## src/rtl/mem_arbiter_pkg.sv

```systemverilog
// Shared types for the fetch/data memory arbiter: response owner tag and the
// memory request bundle driven onto the single-port BRAM.
package rv;

  localparam int unsigned MEM_BE_W       = 4;
  localparam int unsigned MEM_DATA_W     = 32;
  // Widest word address the request bundle can carry; narrower buses zero-extend.
  localparam int unsigned MEM_ADDR_MAX_W = 62;

  typedef enum logic [1:0] {
    OWN_NONE,
    OWN_IF,
    OWN_D
  } arb_owner_e;

  typedef struct packed {
    logic                      we;
    logic [MEM_ADDR_MAX_W-1:0] addr;
    logic [MEM_BE_W-1:0]       be;
    logic [MEM_DATA_W-1:0]     wdata;
  } mem_req_t;

endpackage

```

## src/rtl/rr_arbiter2.sv

```systemverilog
// Two-way round-robin arbiter: a lone request wins outright, a tie goes to the
// requester that was not granted last. The pointer moves only on a grant.
module rr_arbiter2 (
  input  logic       clk,
  input  logic       rst,
  input  logic [1:0] req_i,
  output logic [1:0] grant_o
);

  // 1: req_i[1] wins the next tie
  logic prio_hi_q, prio_hi_d;

  always_comb begin
    grant_o   = req_i;
    prio_hi_d = prio_hi_q;
    if (req_i == 2'b11) begin
      grant_o = prio_hi_q ? 2'b10 : 2'b01;
    end
    if (grant_o[0]) begin
      prio_hi_d = 1'b1;
    end else if (grant_o[1]) begin
      prio_hi_d = 1'b0;
    end
  end

  always_ff @(posedge clk) begin
    if (rst) begin
      prio_hi_q <= 1'b1;
    end else begin
      prio_hi_q <= prio_hi_d;
    end
  end

endmodule

```

## src/rtl/mem_arbiter.sv

```systemverilog
// Shares one single-port BRAM between instruction fetch and load/store traffic,
// one access per cycle, responses routed back one cycle later by owner tag.
module mem_arbiter
  import rv::*;
#(
  parameter int unsigned ADDR_W = 32,
  parameter int unsigned DATA_W = 32
) (
  input  logic                clk,
  input  logic                rst,
  input  logic                if_valid,
  input  logic [ADDR_W-1:0]   if_addr,
  output logic                if_ready,
  output logic                if_rvalid,
  output logic [DATA_W-1:0]   if_rdata,
  input  logic                d_valid,
  input  logic                d_we,
  input  logic [ADDR_W-1:0]   d_addr,
  input  logic [MEM_BE_W-1:0] d_be,
  input  logic [DATA_W-1:0]   d_wdata,
  output logic                d_ready,
  output logic                d_rvalid,
  output logic [DATA_W-1:0]   d_rdata,
  output logic                d_err,
  output logic                mem_en,
  output logic                mem_we,
  output logic [ADDR_W-3:0]   mem_addr,
  output logic [MEM_BE_W-1:0] mem_be,
  output logic [DATA_W-1:0]   mem_wdata,
  input  logic [DATA_W-1:0]   mem_rdata
);

  logic       d_mis, d_mem_req;
  logic [1:0] req, grant;
  mem_req_t   mreq;
  arb_owner_e owner_q, owner_d;
  logic       err_q, err_d;
  logic [DATA_W-1:0] if_rdata_q, d_rdata_q;
  logic       unused_addr;

  // Misaligned data requests never touch memory, so they stay out of arbitration.
  assign d_mis     = d_valid & (d_addr[1:0] != 2'b00) & ~rst;
  assign d_mem_req = d_valid & (d_addr[1:0] == 2'b00);
  assign req       = rst ? 2'b00 : {d_mem_req, if_valid};

  rr_arbiter2 u_rr (
    .clk    (clk),
    .rst    (rst),
    .req_i  (req),
    .grant_o(grant)
  );

  always_comb begin
    mreq    = '0;
    owner_d = OWN_NONE;
    err_d   = d_mis;
    if (grant[1]) begin
      mreq.we    = d_we;
      mreq.addr  = MEM_ADDR_MAX_W'(d_addr[ADDR_W-1:2]);
      mreq.be    = d_be;
      mreq.wdata = d_wdata;
      owner_d    = OWN_D;
    end else if (grant[0]) begin
      mreq.addr  = MEM_ADDR_MAX_W'(if_addr[ADDR_W-1:2]);
      mreq.be    = '1;
      owner_d    = OWN_IF;
    end
  end

  assign mem_en    = |grant;
  assign mem_we    = mreq.we;
  assign mem_addr  = mreq.addr[ADDR_W-3:0];
  assign mem_be    = mreq.be;
  assign mem_wdata = mreq.wdata;

  assign if_ready  = grant[0];
  assign d_ready   = grant[1] | d_mis;

  // A response pending across reset is dropped by gating on rst as well.
  assign if_rvalid = (owner_q == OWN_IF) & ~rst;
  assign d_rvalid  = ((owner_q == OWN_D) | err_q) & ~rst;
  assign d_err     = err_q & ~rst;
  assign if_rdata  = if_rvalid ? mem_rdata : if_rdata_q;
  assign d_rdata   = ((owner_q == OWN_D) & ~rst) ? mem_rdata : d_rdata_q;

  always_ff @(posedge clk) begin
    if (rst) begin
      owner_q    <= OWN_NONE;
      err_q      <= 1'b0;
      if_rdata_q <= '0;
      d_rdata_q  <= '0;
    end else begin
      owner_q    <= owner_d;
      err_q      <= err_d;
      if_rdata_q <= if_rdata;
      d_rdata_q  <= d_rdata;
    end
  end

  assign unused_addr = ^{if_addr[1:0], mreq.addr[MEM_ADDR_MAX_W-1:ADDR_W-2]};

endmodule
```

## config.mk

```make
export PLATFORM = sky130hd
export DESIGN_NAME = mem_arbiter
export DESIGN_NICKNAME = d
export VERILOG_FILES = /design/src/rtl/mem_arbiter_pkg.sv /design/src/rtl/rr_arbiter2.sv /design/src/rtl/mem_arbiter.sv
export SDC_FILE = /design/constraint.sdc
export NUM_CORES = 1
export LEC_CHECK = 0
export ABC_AREA = 1
export CORE_MARGIN = 3
export CORE_UTILIZATION = 38
export CTS_BUF_LIST = sky130_fd_sc_hd__clkbuf_2 sky130_fd_sc_hd__clkbuf_4 sky130_fd_sc_hd__clkbuf_8
export DETAILED_ROUTE_END_ITERATION = 8
export HOLD_SLACK_MARGIN = 0.03
export PLACE_DENSITY = 0.93
export SYNTH_ARGS = -nofsm -noshare
export SYNTH_HDL_FRONTEND = slang
export SYNTH_SLANG_ARGS = --single-unit
```

## constraint.sdc

```tcl
create_clock -name clk -period 1.6 [get_ports clk]
set_input_delay 0.32 -clock clk [delete_from_list [all_inputs] [get_ports clk]]
set_output_delay 0.32 -clock clk [all_outputs]
set_load 0.01 [all_outputs]
```

* Yosys cells after proc, flatten, opt, wreduce, memory -nomap -nowiden
Cells that the tools add are included.
Widths: inputs -> output; s select.
** Operators by class
- Reductions and logical operators :: 5
- Equality and inequality tests :: 3
- Bitwise gates (word level) :: 10
- Muxes and demuxes :: 11
** Operators with widths (count)
- $mux 32 :: 3
- $mux 34 :: 2
- $mux 2 :: 4
- $and 1x1->1 :: 7
- $reduce_or 2->1 :: 3
- $eq 2x2->1 const B :: 2
- $eq 2x1->1 const B :: 1
- $logic_not 2->1 :: 1
- $mux 1 :: 2
- $or 1x1->1 :: 2
- $reduce_bool 2->1 :: 1
- $not 1->1 :: 1
** Storage, ports and cells
- Register bits after elaboration :: 68

* Logic depth before layout (Yosys ltp)
Gate-level depths: netlist of run 1.
- Word-level depth :: 7
- Depth in mapped cells :: 7
- Mapped depth without buffers :: 6

* By module
From an unflattened synthesis of run 1, not the netlist that was laid out.
** Unflattened totals
- Cell total of the unflattened synthesis :: 720
- Area, all modules :: 4217.8 um^2
** By module, submodules not included
- mem_arbiter :: area an instance 4161.5 um^2, seq. area each 1341.3 um^2, times used 1, cells each 710
- rr_arbiter2 :: area an instance 56.3 um^2, seq. area each 20.0 um^2, times used 1, cells each 10

* Least setup slack after synthesis of run 1
No wires, ideal clock.
- Path kind :: input to output
- From :: input rst
- To :: output mem_wdata[10]
- Data arrival time :: 1123 ps
- Buffers on the path :: 3
- Required time :: 1280 ps
- Cell stages on the path :: 6
- Path slack :: 157 ps
- Cells stage by stage :: buf_6 > nor2_4 > nand3_2 > buf_4 > buf_6 > nor2_2
** Between the ends
- Longest elaborated chain between the ends :: 4
** RTL lines
- start: declaration :: line mem_arbiter.sv:10 : input logic rst,
- $mux 2 * :: line mem_arbiter.sv:44 : assign req = rst ? 2'b00 : {d_mem_req, if_valid};
- $eq 2x2->1 :: line rr_arbiter2.sv:16 : if (req_i == 2'b11) begin
- $mux 2 * :: line rr_arbiter2.sv:16
- $mux 32 * :: line mem_arbiter.sv:57 : if (grant[1]) begin
- end: declaration :: line mem_arbiter.sv:29 : output logic [DATA_W-1:0] mem_wdata,
Mark *: on every way between the ends. The rest lies on a longest branch, timed or not.

* Worst setup path after layout of run 1
- From :: register owner_q[1]
- To :: output if_rdata[6]
** Between the ends
- Longest elaborated chain between the ends :: 3
** RTL lines
- start: declaration :: line mem_arbiter.sv:36 : arb_owner_e owner_q, owner_d;
- start signal: assignment :: line mem_arbiter.sv:93 : owner_q <= owner_d;
- $eq 2x1->1 :: line mem_arbiter.sv:80 : assign if_rvalid = (owner_q == OWN_IF) & ~rst;
- $and 1x1->1 :: line mem_arbiter.sv:80
- $mux 32 :: line mem_arbiter.sv:83 : assign if_rdata = if_rvalid ? mem_rdata : if_rdata_q;
- end: declaration :: line mem_arbiter.sv:15 : output logic [DATA_W-1:0] if_rdata,
No other way between the ends.

==> results of run 1 <==
cell families after synthesis:
family                 share of synthesized area
and+or+nand+nor                            0.432
AOI/OAI and AO/OA                        0.00359
DFF                                        0.325
buffers and inverters                      0.239
what timing repair did:
| item | in CTS | in global routing |
|---|---|---|
| pin swaps | 31 | 70 |
| buffers inserted | 17 | 41 |
| resized for setup | 690 | 395 |
| endpoints found under the setup margin | 137 | 136 |
| gates cloned | 10 | 16 |
final cells by class:
class | count | area, µm² | area share
repair buffers | 428 | 4590 | 0.450
multi-input cells | 405 | 3030 | 0.298
flip-flops and latches | 68 | 1370 | 0.134
inverters | 205 | 785 | 0.0770
well taps | 136 | 170 | 0.0167
clock buffers | 10 | 131 | 0.0129
clock inverters | 6 | 111 | 0.0109
diodes | 1 | 2.50 | 0.000246
routing by layer:
metal / routed length (µm) / part of all wire
met1: 10100 / 0.31
met2: 15100 / 0.46
met3: 3690 / 0.11
met4: 3870 / 0.12
met5: 0 / 0
worst paths after layout:
kind / depth (start not counted) / slack [ns] / endpoint
setup reg to reg: 8 / -0.05 / if_rdata_q[14]
hold / removal: 2 / 0.20 / if_rdata_q[1]
setup / recovery: 7 / -0.44 / if_rdata[6]
hold reg to reg: 4 / 0.57 / if_rdata_q[7]
layout by cell type, fill, tap and decap left out, drive strengths merged, types with 2 or more instances in the layout:
master / count
bufinv: 3
inv: 205
clkbuf: 25
o21ai: 3
nand3: 96
nand2: 172
clkdlybuf4s15: 2
clkdlybuf4s50: 129
nand4: 30
buf: 281
clkinv: 2
dfxtp: 68
nor2: 104
state kept, by name, summed over array words and instances, names as in the netlist:
name            flops
err_q               1
u_rr.prio_hi_q      1
if_rdata_q         32
owner_q             2
d_rdata_q          32
power breakdown:
group          switching [W]  internal [W]
Sequential         0.0000302       0.00175
Combinational        0.00109       0.00110
Clock               0.000768       0.00106
metrics by stage:
stage	total power (W)	instance area, µm²	setup TNS (ns)
6_report	0.00580	10200	-41.84
5_1_grt	0.00590	10200	-47.05
4_1_cts	0.00508	8400	-32.93
3_5_place_dp	0.00325	7600	-81.10
3_3_place_gp	0.00321	7600	-78.12
2_1_floorplan	0.00231	4190	0
critical path: cells and delay by family, from the launching register on:
kind / cells / cell delay (ns)
buffers and inverters: 4 / 0.46
flip-flops: 1 / 0.38
AND/OR/NAND/NOR: 3 / 0.53
==> results.cfg, run 1 <==
[synthesis]
ys_top_cells_by_area = dfxtp_1, inv_1, nand2_1
synth_edf_count = 0
syn_area_per_cell_um2 = 5.78
async_flop_share = 0
syn_inst = 724
synth_fp_nets = 861
synth_common_cells = inv_1, nand2_1, nand3_1
synthesis.area_um2 = 4190
synth_top_area_frac = 0.325
yosys_warnings = 0
seq_area_frac_synth = 0.325
ys.flop_type = dfxtp_1
synth_cell_types = 16
yosysMostFrequentCell = inv_1
synth_top_area_cell = dfxtp_1
postSynthRegisterBits = 68

[final_layout]
area_growth_pct = 143
drive_above_1_share = 0.529
nets = 1254
instances_no_fill = 1259
fin_util = 0.969
nFillCells = 189

[global_routing]
grt_util_met1 = 0.371
grt_util_met2 = 0.633
grt_pass1_vias = 6307
gr-total-overflow = 0
grtUsageMet3 = 0.0699
grt_pass1_wl_mm = 34.0
grt_max_degree = 36
grtUsageTotal = 0.345
antenna_found_initial = 1
busiest_layer = met2

[timing]
hold_violations = 0
fin_skew_ns = 0.00858
final_max_slew_viol_count = 0
tightest_slew_ns = 0.409
clock.fmax_ghz = 0.489
min_period_ns = 2.04
rsz0062_at_grt = yes
fin_ws_ns = -0.445
finalSetupViolCount = 138
slew_headroom = 0.727
fin_crit_sh = 1.28
hold_ws_ns = 0.202

[cts]
htree_levels = 3
hold_buffers = 0
cts.path.max_buffers = 2
clock_latency_ns = 0.35
cts_tree = built
cts_inserted_buffers = 9
root_buffer = clkbuf_8
path_clk_slew_ns = 0.08
cts.sinks = 68

[outcome]
status = finished, violations left
violations = setup timing

[critical_path]
end_kind = primary output
critPathMaxStageDelay_ns = 0.38
slowest_stage = dfxtp_4
critPathRequiredTime_ns = 1.28
worstPathArrival_ns = 1.72
cpMostUsedCell = buf_6
start_kind = flop
crit_chain = nor2_4, buf_6, buf_6, nand3_1, nand2_1, inv_1, buf_2
path_class = flop to primary output
crit_path_max_fanout = 6
crit_start = owner_q[1]
r2r-start = owner_q[1]

[route]
routed_wl_mm = 32.8
ant_nets = 0
first_pass_iters = 6
drtIter0Drc = 1126
wl_per_cell_um = 26.0
drc = 0
routed_via_density = 5.91
vias = 7440

[floorplan]
io_pins = 274
core_um2 = 10500
die_h_um = 111
rows = 37
fp.dieArea_um2 = 12300
die_w_um = 111
start_util = 0.398

[hold_path]
hold_start = rst
holdCritPathClass = input port to flop

[power_and_ir_drop]
ir_worst_vdd_v = 0.000567
leakagePower_nw = 5.23
power.density_nw_per_um2 = 569

[place]
dp_cells = 1168
gp_congestion = 0.864
hpwl_mm = 13.7
io_buffers = 271
preCtsSetupSlack_ns = -0.908

[flow_run]
max_cap_violations = 0
Power figures use the tool's default switching activity.
==> run 2: changes to the inputs <==
- HOLD_SLACK_MARGIN: 0.03 -> 0.06
==> results of run 2 <==
No change in the layout: final DEF, timing and power equal those of run 1.
